<file path="src/rtl/dmem_access_ctrl.sv">
// Purpose: multi-cycle data-memory access controller between the MEM stage and a slow req/ack data bus.
// Latency: IDLE + k REQ cycles (ack in k-th) + 1 DONE cycle; misaligned accesses take IDLE + DONE.
// Backpressure: mem_stall freezes the pipeline from request acceptance until the DONE cycle.
module dmem_access_ctrl #(
  parameter int TIMEOUT = 255,
  parameter int CNT_W   = 8
) (
  input  logic        clk,
  input  logic        rst_n,
  input  logic        mem_valid,
  input  logic        mem_ren,
  input  logic        mem_wen,
  input  logic [31:0] mem_addr,
  input  logic [31:0] mem_dout,
  output logic [31:0] mem_din,
  output logic        mem_stall,
  output logic        bus_req,
  output logic        bus_we,
  output logic [29:0] bus_addr,
  output logic [31:0] bus_wdata,
  input  logic        bus_ack,
  input  logic [31:0] bus_rdata,
  input  logic        err_clr,
  output logic        err_misalign,
  output logic        err_timeout
);

  typedef enum logic [1:0] {
    IDLE = 2'd0,
    REQ  = 2'd1,
    DONE = 2'd2
  } state_t;

  // Last REQ cycle index before the access is abandoned.
  localparam logic [CNT_W-1:0] TMO_LAST = CNT_W'(TIMEOUT - 1);

  state_t           state_q;
  state_t           state_d;
  logic [CNT_W-1:0] cnt;
  logic [31:0]      rdata_q;
  logic             act;
  logic             aligned;

  // A store wins over a load when both are asserted, so any qualified op is an access.
  assign act     = mem_valid & (mem_ren | mem_wen);
  assign aligned = (mem_addr[1:0] == 2'b00);
  assign mem_din = rdata_q;

  // State register.
  always_ff @(posedge clk or negedge rst_n) begin
    if (!rst_n) begin
      state_q <= IDLE;
    end else begin
      state_q <= state_d;
    end
  end

  // Next-state and stall; stall is gated by reset so it drops as soon as reset asserts.
  always_comb begin
    state_d   = state_q;
    mem_stall = 1'b0;
    case (state_q)
      IDLE: begin
        mem_stall = act;
        if (act) begin
          state_d = aligned ? REQ : DONE;
        end
      end
      REQ: begin
        mem_stall = 1'b1;
        if (bus_ack || (cnt == TMO_LAST)) begin
          state_d = DONE;
        end
      end
      DONE: begin
        state_d = IDLE;
      end
      default: begin
        state_d = IDLE;
      end
    endcase
    if (!rst_n) begin
      mem_stall = 1'b0;
    end
  end

  // Bus command, timeout counter, read-data capture and error flags.
  always_ff @(posedge clk or negedge rst_n) begin
    if (!rst_n) begin
      bus_req      <= 1'b0;
      bus_we       <= 1'b0;
      bus_addr     <= '0;
      bus_wdata    <= '0;
      rdata_q      <= '0;
      cnt          <= '0;
      err_misalign <= 1'b0;
      err_timeout  <= 1'b0;
    end else begin
      err_misalign <= 1'b0;
      // Clear first so a timeout detected in the same cycle overrides it.
      if (err_clr) begin
        err_timeout <= 1'b0;
      end
      case (state_q)
        IDLE: begin
          if (act) begin
            if (aligned) begin
              bus_req   <= 1'b1;
              bus_we    <= mem_wen;
              bus_addr  <= mem_addr[31:2];
              bus_wdata <= mem_dout;
              cnt       <= '0;
            end else begin
              err_misalign <= 1'b1;
              rdata_q      <= '0;
            end
          end
        end
        REQ: begin
          // An ack on the expiry cycle is still a success.
          if (bus_ack) begin
            bus_req <= 1'b0;
            if (!bus_we) begin
              rdata_q <= bus_rdata;
            end
          end else if (cnt == TMO_LAST) begin
            bus_req     <= 1'b0;
            rdata_q     <= '0;
            err_timeout <= 1'b1;
          end else begin
            cnt <= cnt + CNT_W'(1);
          end
        end
        default: begin
        end
      endcase
    end
  end

endmodule

</file>
<file path="config.mk">
export PLATFORM = sky130hd
export DESIGN_NAME = dmem_access_ctrl
export DESIGN_NICKNAME = d
export VERILOG_FILES = /design/src/rtl/dmem_access_ctrl.sv
export SDC_FILE = /design/constraint.sdc
export NUM_CORES = 1
export LEC_CHECK = 0
export CAP_MARGIN = 40
export CORE_AREA = 5 5 133 135
export CTS_CLUSTER_SIZE = 20
export DETAILED_ROUTE_END_ITERATION = 10
export DIE_AREA = 0 0 138 140
export PLACE_DENSITY_LB_ADDON = 0.08
export REMOVE_ABC_BUFFERS = 1
export SYNTH_ARGS = -nofsm -noshare
export SYNTH_HDL_FRONTEND = slang
export SYNTH_SLANG_ARGS = --single-unit
</file>
<file path="constraint.sdc">
create_clock -name clk -period 1.9 [get_ports clk]
set_input_delay 0.285 -clock clk [delete_from_list [all_inputs] [get_ports clk]]
set_output_delay 0.285 -clock clk [all_outputs]
set_load 0.1 [all_outputs]
</file>
# Word level (Yosys, flattened, before mapping)
# Cells that the tools add are included.
totals:
  wordCells: 60
  register_bits: 108
classes:
  muxes: 29
  addsub: 1
  eq_ne: 10
  n_reduce_logical: 9
  bitwise: 2
op_table:
  columns: ["op", "count"]
  rows:
  - ["32-bit two-way mux", 5]
  - ["32-bit one-hot mux with 2 select lines", 1]
  - ["8-bit two-way mux", 4]
  - ["8-bit one-hot mux with 2 select lines", 1]
  - ["1-bit two-way mux", 12]
  - ["2-bit != test (second input constant)", 6]
  - ["5-bit AND reduction", 2]
  - ["8-bit by 1-bit adder with 8-bit output (second input constant)", 1]
  - ["8-bit == test (second input constant)", 1]
  - ["2-bit two-way mux", 3]
  - ["3-bit != test (second input constant)", 2]
  - ["2-bit logical NOT", 2]
  - ["1-bit one-hot mux with 2 select lines", 2]
  - ["2-bit one-hot mux with 2 select lines", 1]
  - ["4-bit AND reduction", 1]
  - ["3-bit AND reduction", 1]
  - ["2-bit by 1-bit == test with 1-bit output (second input constant)", 1]
  - ["2-bit AND reduction", 1]
  - ["2-bit nonzero test", 1]
  - ["1-bit AND", 1]
  - ["1-bit logical OR", 1]
  - ["1-bit OR", 1]

# Depth between registers and ports, before layout
# Gate-level depths: netlist of run 1.
depth:
  depth_word: 4
  depth_mapped: 8
  depth_no_buf: 6

# Worst setup path before layout of run 1
# Ideal clock, no wire load.
synth_path:
  path_type: "register -> register"
  start: "reg bus_we"
  end: "reg rdata_q[10] (netlist: mem_din[10])"
  path_buffers: 2
  slack_ps: 119
  t_arrival_ps: 1656
  required_ps: 1776
  path_stages_with_launch: 6
  cell_sequence: "dfrtp_1 > nand3_1 > and4_4 > buf_6 > buf_12 > mux2i_1"
synth_between:
  elab_chain_cells: 2
synth_lines:
  columns: ["element", "line_no", "text"]
  rows:
  - ["start, declared", "18", "output logic bus_we,"]
  - ["start signal, assigned", "109", "bus_we <= mem_wen;"]
  - ["3-bit != test (no line)", null, null]
  - ["5-bit AND reduction (no line)", null, null]
  - ["end signal, assigned", "124", "rdata_q <= bus_rdata;"]
  - ["end, declared", "40", "logic [31:0] rdata_q;"]
# No other way between the ends.
# A chain may end at the register's enable or synchronous reset.

# Worst setup path after layout of run 1
layout_path:
  start: "in mem_wen"
  end: "out mem_stall"
layout_between:
  elab_chain_cells: 4
layout_lines:
  columns: ["element", "line_no", "text"]
  rows:
  - ["start, declared", "12", "input logic mem_wen,"]
  - ["1-bit OR", "45", "assign act = mem_valid & (mem_ren | mem_wen);"]
  - ["1-bit AND", "45", null]
  - ["1-bit one-hot mux with 2 select lines", "62", "case (state_q)"]
  - ["1-bit two-way mux", "82", "if (!rst_n) begin"]
  - ["end, declared", "16", "output logic mem_stall,"]
# No other way between the ends.

==> results.sh, run 1 <==
export IMPL_drv_cap=0
export IMPL_post_drt_via_cell_ratio=4.16
export IMPL_status="completed"
export IMPL_h_tree_depth=3
export IMPL_drc=0
export IMPL_drt_pass1_iter_count=4
export IMPL_path_buf_inv=4
export IMPL_worstSetupEndpointType="output port"
export IMPL_cts_root_buf="clkbuf_16"
export IMPL_setup_ws_ns=0.0545
export IMPL_crit_fanout=3
export IMPL_wirelength_mm=12.3
export IMPL_holdWs_ns=0.0353
export IMPL_cp_data_arrival_time_ns=1.56
export IMPL_slew_violations=0
export IMPL_globalplace_congestion=0.727
export IMPL_ant_nets=0
export IMPL_grt_max_degree=109
export IMPL_netlist_area_mm2=0.00481
export IMPL_synth_async_reset_ratio_pct=100
export IMPL_hp_class="in2async"
export IMPL_ys_ff_latch=108
export IMPL_die_area_mm2=0.0193
export IMPL_yosysWarnings=0
export IMPL_synthFlopType="dfrtp_1"
export IMPL_hold_viol_final=0
export IMPL_io_buffers=201
export IMPL_final_util_pct=43.9
export IMPL_syn2layout_area_growth_pct=49.3
export IMPL_initial_core_util_pct=29.4
export IMPL_grt_antenna_before_repair=0
export IMPL_period_needed_ns=1.85
export IMPL_die_y_um=140
export IMPL_grt_usage_pct=12.7
export IMPL_drtIter0Drc=184
export IMPL_seq_area_frac_synth_pct=56.2
export IMPL_cts_tree="built"
export IMPL_path_common_cell="buf_4"
export IMPL_finClkSkew_ns=0.00440
export IMPL_finalSetupViolCount=0
export IMPL_cts_sinks=108
export IMPL_yosysUniqueCellTypes=38
export IMPL_crit_chain="clkdlybuf4s50_1 > o21ai_1 > buf_4 > a21oi_2 > buf_4 > and2_4 > buf_12"
export IMPL_coreArea_mm2=0.0163
export IMPL_place_area_mm2=0.00687
export IMPL_insertion_delay_ns=0.34
export IMPL_die_w_um=138
export IMPL_synth_edff_count=0
export IMPL_drive_gt1_share_pct=36.6
export IMPL_drt_wirelength_per_cell_um=15.5
export IMPL_avgSynthCellArea_um2=14.0
export IMPL_slew_headroom_pct=60.7
export IMPL_postCtsHoldBufs=0
export IMPL_num_rows=47
export IMPL_clk_path_buf_depth=2
export IMPL_grt_pass1_wl_mm=19.7
export IMPL_design_area_mm2=0.00718
export IMPL_power_density_mw_per_mm2=1650
export IMPL_overflow=0
export IMPL_final_period_utilization_pct=97.1
export IMPL_tightest_slew_ns=0.589
export IMPL_cts_made_buffers=9
export IMPL_antenna_cells=0
export IMPL_critical_path_required_ns=1.62
export IMPL_fillers=1575
export IMPL_synthCells=344
export IMPL_slowest_delay_ns=0.48
export IMPL_ir_drop_mv=1.22
export IMPL_clk_pin_slew_ns=0.07
export IMPL_seq_area_mm2=0.00270
export IMPL_via_count=3278
export IMPL_final_nets=668
export IMPL_grt_pass1_vias=3555
export IMPL_max_freq_mhz=542
export IMPL_rsz0062_at_grt="no"
export IMPL_crit_type="in2out"
export IMPL_critical_path_top_delay_family="buffers and inverters"
export IMPL_io_pins=202
export IMPL_place_ws_ns=-0.176
export IMPL_power_leakage_nw=3.43
export IMPL_multi_input_area_mm2=0.00175
export IMPL_dp_hpwl_mm=9.00
export IMPL_cp_start_kind="input pin"
export IMPL_critPathSlowestCell="clkdlybuf4s50_1"
## final cells by class
class                      instances  area share, %
tap                              220           3.83
timing repair buffer             223           27.9
multi-input combinational        183           24.4
clock buffer                      13           3.62
inverter                          38           1.99
clock inverter                     3          0.627
sequential                       108           37.6
## registers in the layout, summed over array words and instances (netlist names)
signal	count
err_misalign	1
err_timeout	1
mem_din	32
bus_wdata	32
state_q	2
bus_we	1
cnt	8
bus_addr	30
bus_req	1
## power by group
| part | internal, mW | switching (mW) |
|---|---|---|
| sequential | 2.90 | 0.411 |
| clock | 1.10 | 0.820 |
| combinational | 1.75 | 4.89 |
## layer usage
layer | global-route usage, % | share of wire [%]
met1 | 17.2 | 45
met2 | 17.4 | 42
met3 | 6.31 | 11
met4 | 4.52 | 1.4
met5 | 0 | 0
## worst paths after layout
path	start	to	slack [ns]	cells past startpoint
max	mem_wen	mem_stall	0.05	7
min	rst_n	state_q[1]	0.04	2
max reg2reg	state_q[1]	bus_addr[14]	0.15	5
min reg2reg	cnt[7]	cnt[7]	0.51	1
max in group asynchronous	rst_n	bus_addr[10]	1.43	2
min in group clk	bus_rdata[12]	mem_din[12]	0.50	3
## cell usage after synthesis, types with 2 or more instances
cell / instances / area [um^2]
mux2i_1: 32 / 320
o21a_1: 2 / 15.0
and3_1: 2 / 12.5
a21oi_1: 4 / 20.0
o22ai_1: 3 / 18.8
mux2_4: 59 / 886
buf_12: 9 / 180
nor2_1: 3 / 11.3
ha_1: 2 / 25.0
buf_6: 2 / 22.5
nand3_1: 6 / 30.0
dfrtp_1: 108 / 2700
inv_1: 38 / 143
a41oi_1: 2 / 17.5
buf_2: 3 / 15.0
mux2_2: 4 / 45.0
nand2b_1: 2 / 12.5
o21ai_0: 3 / 15.0
nor2b_1: 2 / 12.5
a31oi_1: 3 / 18.8
and2_1: 2 / 12.5
nand2_1: 37 / 139
## cells in the final DEF, fill, tap and decap left out, types with 2 or more instances in the layout
| cell | instances |
|---|---|
| clkbuf_8 | 2 |
| clkbuf_16 | 9 |
| ha_1 | 2 |
| o21a_1 | 2 |
| dfrtp_1 | 108 |
| o22ai_1 | 3 |
| nand3_1 | 6 |
| mux2_2 | 4 |
| buf_12 | 6 |
| mux2i_1 | 32 |
| inv_1 | 38 |
| nand2_1 | 37 |
| clkdlybuf4s50_1 | 101 |
| nor2b_1 | 2 |
| mux2_4 | 59 |
| buf_4 | 116 |
| nor2_1 | 3 |
| a31oi_1 | 3 |
| a41oi_1 | 2 |
| o21ai_0 | 3 |
| clkbuf_1 | 2 |
| and3_1 | 2 |
| a21oi_1 | 3 |
| clkinvlp_4 | 2 |
| nand2b_1 | 2 |
## worst reg2reg max path: cells and delay by family, from the launching register on
kind | cells | cell delay, ns
mux | 1 | 0.40
simple gates | 3 | 0.59
buf+inv | 1 | 0.20
flops | 1 | 0.45
## metrics by stage
stage	setup TNS (ns)	power [mW]	instances
6_report	0	11.9	788
5_1_grt	0	12.3	788
4_1_cts	0	12.0	788
3_5_place_dp	-10.86	10.0	772
3_3_place_gp	-10.42	10.0	772
2_1_floorplan	-82.34	8.42	329
## cell families (layout without fill, tap and decap cells)
logic type / count (synthesis) / after routing / synth area share [%]
muxes: 95 / 95 / 26.0
xor gates and xnor gates: 1 / 1 / 0.182
and+or+nand+nor: 61 / 61 / 6.06
DFF: 108 / 108 / 56.2
AOI/OAI and AO/OA: 24 / 24 / 3.43
adders and majority gates: 2 / 2 / 0.520
buffers and inverters: 53 / 277 / 7.57
## what timing repair did
item	4_1_cts	5_1_grt
resized for setup	2	0
buffers inserted	0	0
setup endpoints to repair	1	0
Note: power is estimated with default switching activity, not from simulation.
==> run 2, diff against run 1 <==
- RECOVER_POWER: not set -> 50
- clock period: 1.9 -> 1.7 ns (I/O delays scaled with it)
==> run 2 against run 1 <==
The run now ends with negative setup slack left. Clock power is 12% higher. First-iteration DRC count down 38%. Die area is the same. Routed wire length increased by 9.6%. Design area grew 20%. Critical path depth is 2 lower. Non-clock buffer count up 14. Critical path type is now reg2reg. Largest cell class is now buffers.
==> results.sh, run 2 (synthesized netlist as in run 1, its figures left out) <==
export IMPL_post_drt_via_cell_ratio=4.24
export IMPL_grt_usage_pct=13.5
export IMPL_worstSetupEndpointType="register"
export IMPL_insertion_delay_ns=0.34
export IMPL_setup_ws_ns=-0.00998
export IMPL_dp_cells=777
export IMPL_holdWs_ns=0.324
export IMPL_drt_pass1_iter_count=4
export IMPL_drv_cap=0
export IMPL_clk_path_buf_depth=2
export IMPL_io_pins=202
export IMPL_max_freq_mhz=585
export IMPL_regToRegStartpoint="state_q[0]"
export IMPL_syn2layout_area_growth_pct=79.1
export IMPL_antenna_cells=0
export IMPL_wirelength_mm=13.4
export IMPL_io_buffers=201
export IMPL_violations="negative setup slack"
export IMPL_layout_cells_non_filler=801
export IMPL_via_count=3393
export IMPL_fillers=1426
export IMPL_reg2reg_depth=5
export IMPL_status="finished with violations"
export IMPL_die_y_um=140
export IMPL_cts_sinks=108
export IMPL_ant_nets=0
export IMPL_final_period_utilization_pct=101
export IMPL_grt_pass1_wl_mm=20.9
export IMPL_die_w_um=138
export IMPL_dp_hpwl_mm=9.60
export IMPL_die_area_mm2=0.0193
export IMPL_crit_type="reg2reg"
export IMPL_reg2reg_to="bus_addr[0]"
export IMPL_worstHoldPathCells=2
export IMPL_hp_class="in2reg"
export IMPL_final_common_cell="dfrtp_1"
export IMPL_crit_fanout=29
export IMPL_overflow=0
export IMPL_hold_path_endpoint="bus_we"
export IMPL_final_cell_mix="dfrtp_1 (108), buf_12 (100), clkdlybuf4s50_1 (98)"
export IMPL_slew_headroom_pct=4.57
export IMPL_wl_met3_mm=1.57
export IMPL_grt_max_degree=109
export IMPL_finalSetupViolCount=8
export IMPL_cts_made_buffers=9
export IMPL_power_mw=15.4
export IMPL_grt_antenna_before_repair=0
export IMPL_drc=0
export IMPL_grt_pass1_vias=3783
export IMPL_hp_start="mem_wen"
export IMPL_drtIter0Drc=114
export IMPL_coreArea_mm2=0.0163
export IMPL_drt_wirelength_per_cell_um=16.8
export IMPL_regToRegSetupSlack_ns=-0.01
export IMPL_tightest_slew_ns=1.43
export IMPL_slew_violations=0
export IMPL_cts_tree="built"
export IMPL_wl_met1_mm=5.66
export IMPL_cp_start_kind="register"
export IMPL_num_rows=47
export IMPL_drive_gt1_share_pct=39.2
export IMPL_cp_data_arrival_time_ns=1.94
export IMPL_postCtsHoldBufs=0
export IMPL_ir_drop_mv=1.17
export IMPL_rsz0062_at_grt="yes"
export IMPL_final_nets=682
export IMPL_period_needed_ns=1.71
export IMPL_power_leakage_nw=3.91
export IMPL_power_density_mw_per_mm2=1790
export IMPL_wl_met2_mm=6.01
export IMPL_clk_pin_slew_ns=0.07
export IMPL_h_tree_depth=3
export IMPL_critical_path_required_ns=1.93
export IMPL_routed_top_layer="met4"
export IMPL_startpoint="state_q[0]"
export IMPL_hold_viol_final=0
export IMPL_finClkSkew_ns=0.00751
export IMPL_initial_core_util_pct=29.4
export IMPL_place_ws_ns=-0.355
export IMPL_cts_root_buf="clkbuf_16"
export IMPL_globalplace_congestion=0.736
[run 2: critical path, stage by stage (launching register included)]
cell      delay, ns
dfrtp_1        0.41
nor2_2         0.13
nand2b_1       0.08
or3_4          0.41
buf_12         0.21
mux2_4         0.32
[run 2: metrics by stage]
stage / utilization (%) / TNS (ns) / cell area, um^2
after floorplan: - / -98.14 / 4590
after global placement: 49.7 / -27.00 / 8130
after detailed placement: 49.7 / -30.13 / 8130
after CTS: 51.9 / -0.0109 / 8490
after global routing: 52.7 / -3.64 / 8610
final: 52.7 / -0.0630 / 8610
[run 2: worst max-delay path by stage]
stage | slack [ns] | endpoint
after floorplan | -1.58 | bus_wdata[0]
after global placement | -0.32 | bus_addr[21]
after detailed placement | -0.35 | bus_addr[7]
after CTS | -0.01 | mem_stall
after global routing | -0.1 | mem_din[8]
final | -0.01 | bus_addr[0]
[run 2: layer usage]
metal,GRT usage (%),up-vias
met2,20.3,152
met4,4.52,0
met5,0,-
met1,16.4,1613
li1,-,1618
met3,7.43,10
[run 2: area by class of cell]
cell class                      count  area [um^2]  area share (%)
Clock buffer                       14          274            3.18
Clock inverter                      1         30.0           0.349
Multi-Input combinational cell    183         1810            21.0
Sequential cell                   108         2700            31.4
Inverter                           38          143            1.66
Tap cell                          220          275            3.20
Timing Repair Buffer              237         3380            39.2
[run 2: repair_timing]
item / 4_1_cts / 5_1_grt
resized for setup: 9 / 17
setup buffers: 5 / 1
gates cloned: 0 / 4
pin swaps: 3 / 4
endpoints found under the setup margin: 1 / 53
[run 2: where the power goes]
group	internal [mW]	switching, mW
sequential	3.24	0.776
clock	1.26	0.890
combinational	3.68	5.60
total	8.18	7.27
==> run 3, diff against run 2 <==
- CAP_MARGIN: 40 -> 30
- CORE_AREA: 5 5 133 135 -> 5 5 112 114
- DIE_AREA: 0 0 138 140 -> 0 0 117 119
==> run 3 against run 2 <==
The flow still finishes with violations (negative setup slack). Utilization rose by 24 points. Setup slack worse by 0.11 ns. Routed wire length rose by 4.2%. Power increased by 1.0%. Die area decreased by 28%. Sequential power is 1% higher. Clock-buffer cell count is 2 lower. Global-route usage up 5.2 points. First-iteration DRC count grew 39%. Critical path depth is 1 higher. Design area grew 0.62%.
==> results.sh, run 3 (synthesized netlist as in run 1, its figures left out) <==
export IMPL_status="finished with violations"
export IMPL_violations="negative setup slack"
export IMPL_cts_tree="built"
export IMPL_wirelength_mm=14.0
export IMPL_critical_path_top_delay_family="simple AND/OR/NAND/NOR gates"
export IMPL_crit_type="reg2reg"
export IMPL_p_sw_mw=7.36
export IMPL_die_w_um=117
export IMPL_io_buffers=201
export IMPL_place_area_mm2=0.00798
export IMPL_die_y_um=119
export IMPL_grt_pass1_vias=3791
export IMPL_reg2reg_depth=6
export IMPL_drt_wirelength_per_cell_um=19.2
export IMPL_power_leakage_nw=3.98
export IMPL_clk_path_buf_depth=2
export IMPL_cp_data_arrival_time_ns=2.06
export IMPL_cts_made_buffers=9
export IMPL_swShare_pct=47.2
export IMPL_power_density_mw_per_mm2=1800
export IMPL_h_tree_depth=3
export IMPL_regToRegSetupSlack_ns=-0.12
export IMPL_p_int_mw=8.24
export IMPL_die_area_mm2=0.0139
export IMPL_dp_cells=694
export IMPL_layout_cells_non_filler=729
export IMPL_seqPwrFrac_pct=26.0
export IMPL_grt_pass1_wl_mm=20.0
export IMPL_io_pins=202
export IMPL_crit_chain="buf_6 > nor2_4 > nand2b_4 > or3_4 > clkbuf_16 > mux2_4"
export IMPL_max_freq_mhz=548
export IMPL_path_buf_inv=2
export IMPL_clk_pin_slew_ns=0.07
export IMPL_via_count=3511
export IMPL_final_common_cell="dfrtp_1"
export IMPL_num_rows=39
export IMPL_finalSetupViolCount=76
export IMPL_hold_viol_final=0
export IMPL_critical_path_required_ns=1.93
export IMPL_period_needed_ns=1.82
export IMPL_cts_root_buf="clkbuf_16"
export IMPL_setup_tns_ns=-5.85
export IMPL_grt_antenna_before_repair=0
export IMPL_combPwrFrac_pct=59.5
export IMPL_coreArea_mm2=0.0113
export IMPL_design_area_mm2=0.00866
export IMPL_final_nets=686
export IMPL_slew_violations=0
export IMPL_finClkSkew_ns=0.00565
export IMPL_power_frac_clock_pct=14.5
export IMPL_dp_hpwl_mm=9.66
export IMPL_ant_nets=0
export IMPL_worstSetupEndpointType="register"
export IMPL_critPathSlowestCell="or3_4"
export IMPL_post_drt_via_cell_ratio=4.82
export IMPL_slew_headroom_pct=1.90
export IMPL_initial_core_util_pct=42.5
export IMPL_drc=0
export IMPL_regToRegStartpoint="state_q[0]"
export IMPL_reg2reg_to="bus_wdata[31]"
export IMPL_hp_class="in2async"
export IMPL_setup_ws_ns=-0.125
export IMPL_cts_sinks=108
export IMPL_final_period_utilization_pct=107
export IMPL_globalplace_congestion=0.794
export IMPL_slowest_delay_ns=0.48
export IMPL_tightest_slew_ns=1.47
export IMPL_antenna_cells=0
export IMPL_overflow=0
export IMPL_grt_max_degree=109
export IMPL_drtIter0Drc=159
export IMPL_final_cell_mix="dfrtp_1 (108), buf_12 (102), clkdlybuf4s50_1 (101)"
export IMPL_holdWs_ns=0.391
export IMPL_rsz0062_at_grt="yes"
export IMPL_drive_gt1_share_pct=40.4
export IMPL_drv_cap=0
export IMPL_fillers=705
export IMPL_drt_pass1_iter_count=4
export IMPL_cp_start_kind="register"
export IMPL_crit_fanout=6
export IMPL_ir_drop_mv=1.52
export IMPL_syn2layout_area_growth_pct=80.2
export IMPL_grt_usage_pct=18.7
export IMPL_insertion_delay_ns=0.35
-- run 3: power groups by stage --
stage	Combinational, mW	Sequential [mW]	Clock (mW)
floorplan	1.21	8.20	0
global placement	9.04	4.04	0
detailed placement	9.14	4.06	0
CTS	9.15	4.05	2.31
global route	9.52	4.15	2.43
finish	9.29	4.06	2.26
-- run 3: area by class of cell --
cell class                      instances  area [um^2]  area share, %
Timing Repair Buffer                  240         3500           40.4
Clock inverter                          4         72.6          0.838
Sequential cell                       108         2700           31.2
Tap cell                              143          179           2.07
Inverter                               38          145           1.68
Multi-Input combinational cell        184         1820           21.0
Clock buffer                           12          246           2.85
-- run 3: how the worst max path moves through the flow --
stage	start	to	slack, ns	depth (start not counted)
after floorplan	state_q[0]	bus_wdata[0]	-1.58	4
after global placement	mem_wen	bus_addr[29]	-0.34	6
after detailed placement	mem_wen	bus_wdata[19]	-0.38	6
after CTS	state_q[0]	bus_wdata[11]	-0.07	6
after global routing	state_q[0]	bus_wdata[31]	-0.19	6
final	state_q[0]	bus_wdata[31]	-0.12	6
-- run 3: metrics by stage --
step                      total power [mW]  util, %  worst slack [ns]
after detailed placement              13.2     70.5            -0.376
final                                 15.6     76.5            -0.125
after global routing                  16.1     76.5            -0.189
after CTS                             15.5     73.5           -0.0739
after floorplan                       9.41        -             -1.58
after global placement                13.1     70.5            -0.340
-- run 3: routing by layer --
metal / wire length, um / share of wire, % / global-route usage, %
met5: 0 / 0 / 0
met4: 214 / 1.5 / 7.38
met3: 1480 / 11 / 8.22
met2: 6950 / 50 / 30.6
met1: 5340 / 38 / 21.2
-- run 3: repair_timing --
action | in CTS | in global routing
pin swaps | 0 | 5
setup endpoints to repair | 11 | 94
hold buffers | 0 | 0
resized for setup | 4 | 25
cloned | 0 | 11
buffers inserted | 1 | 7
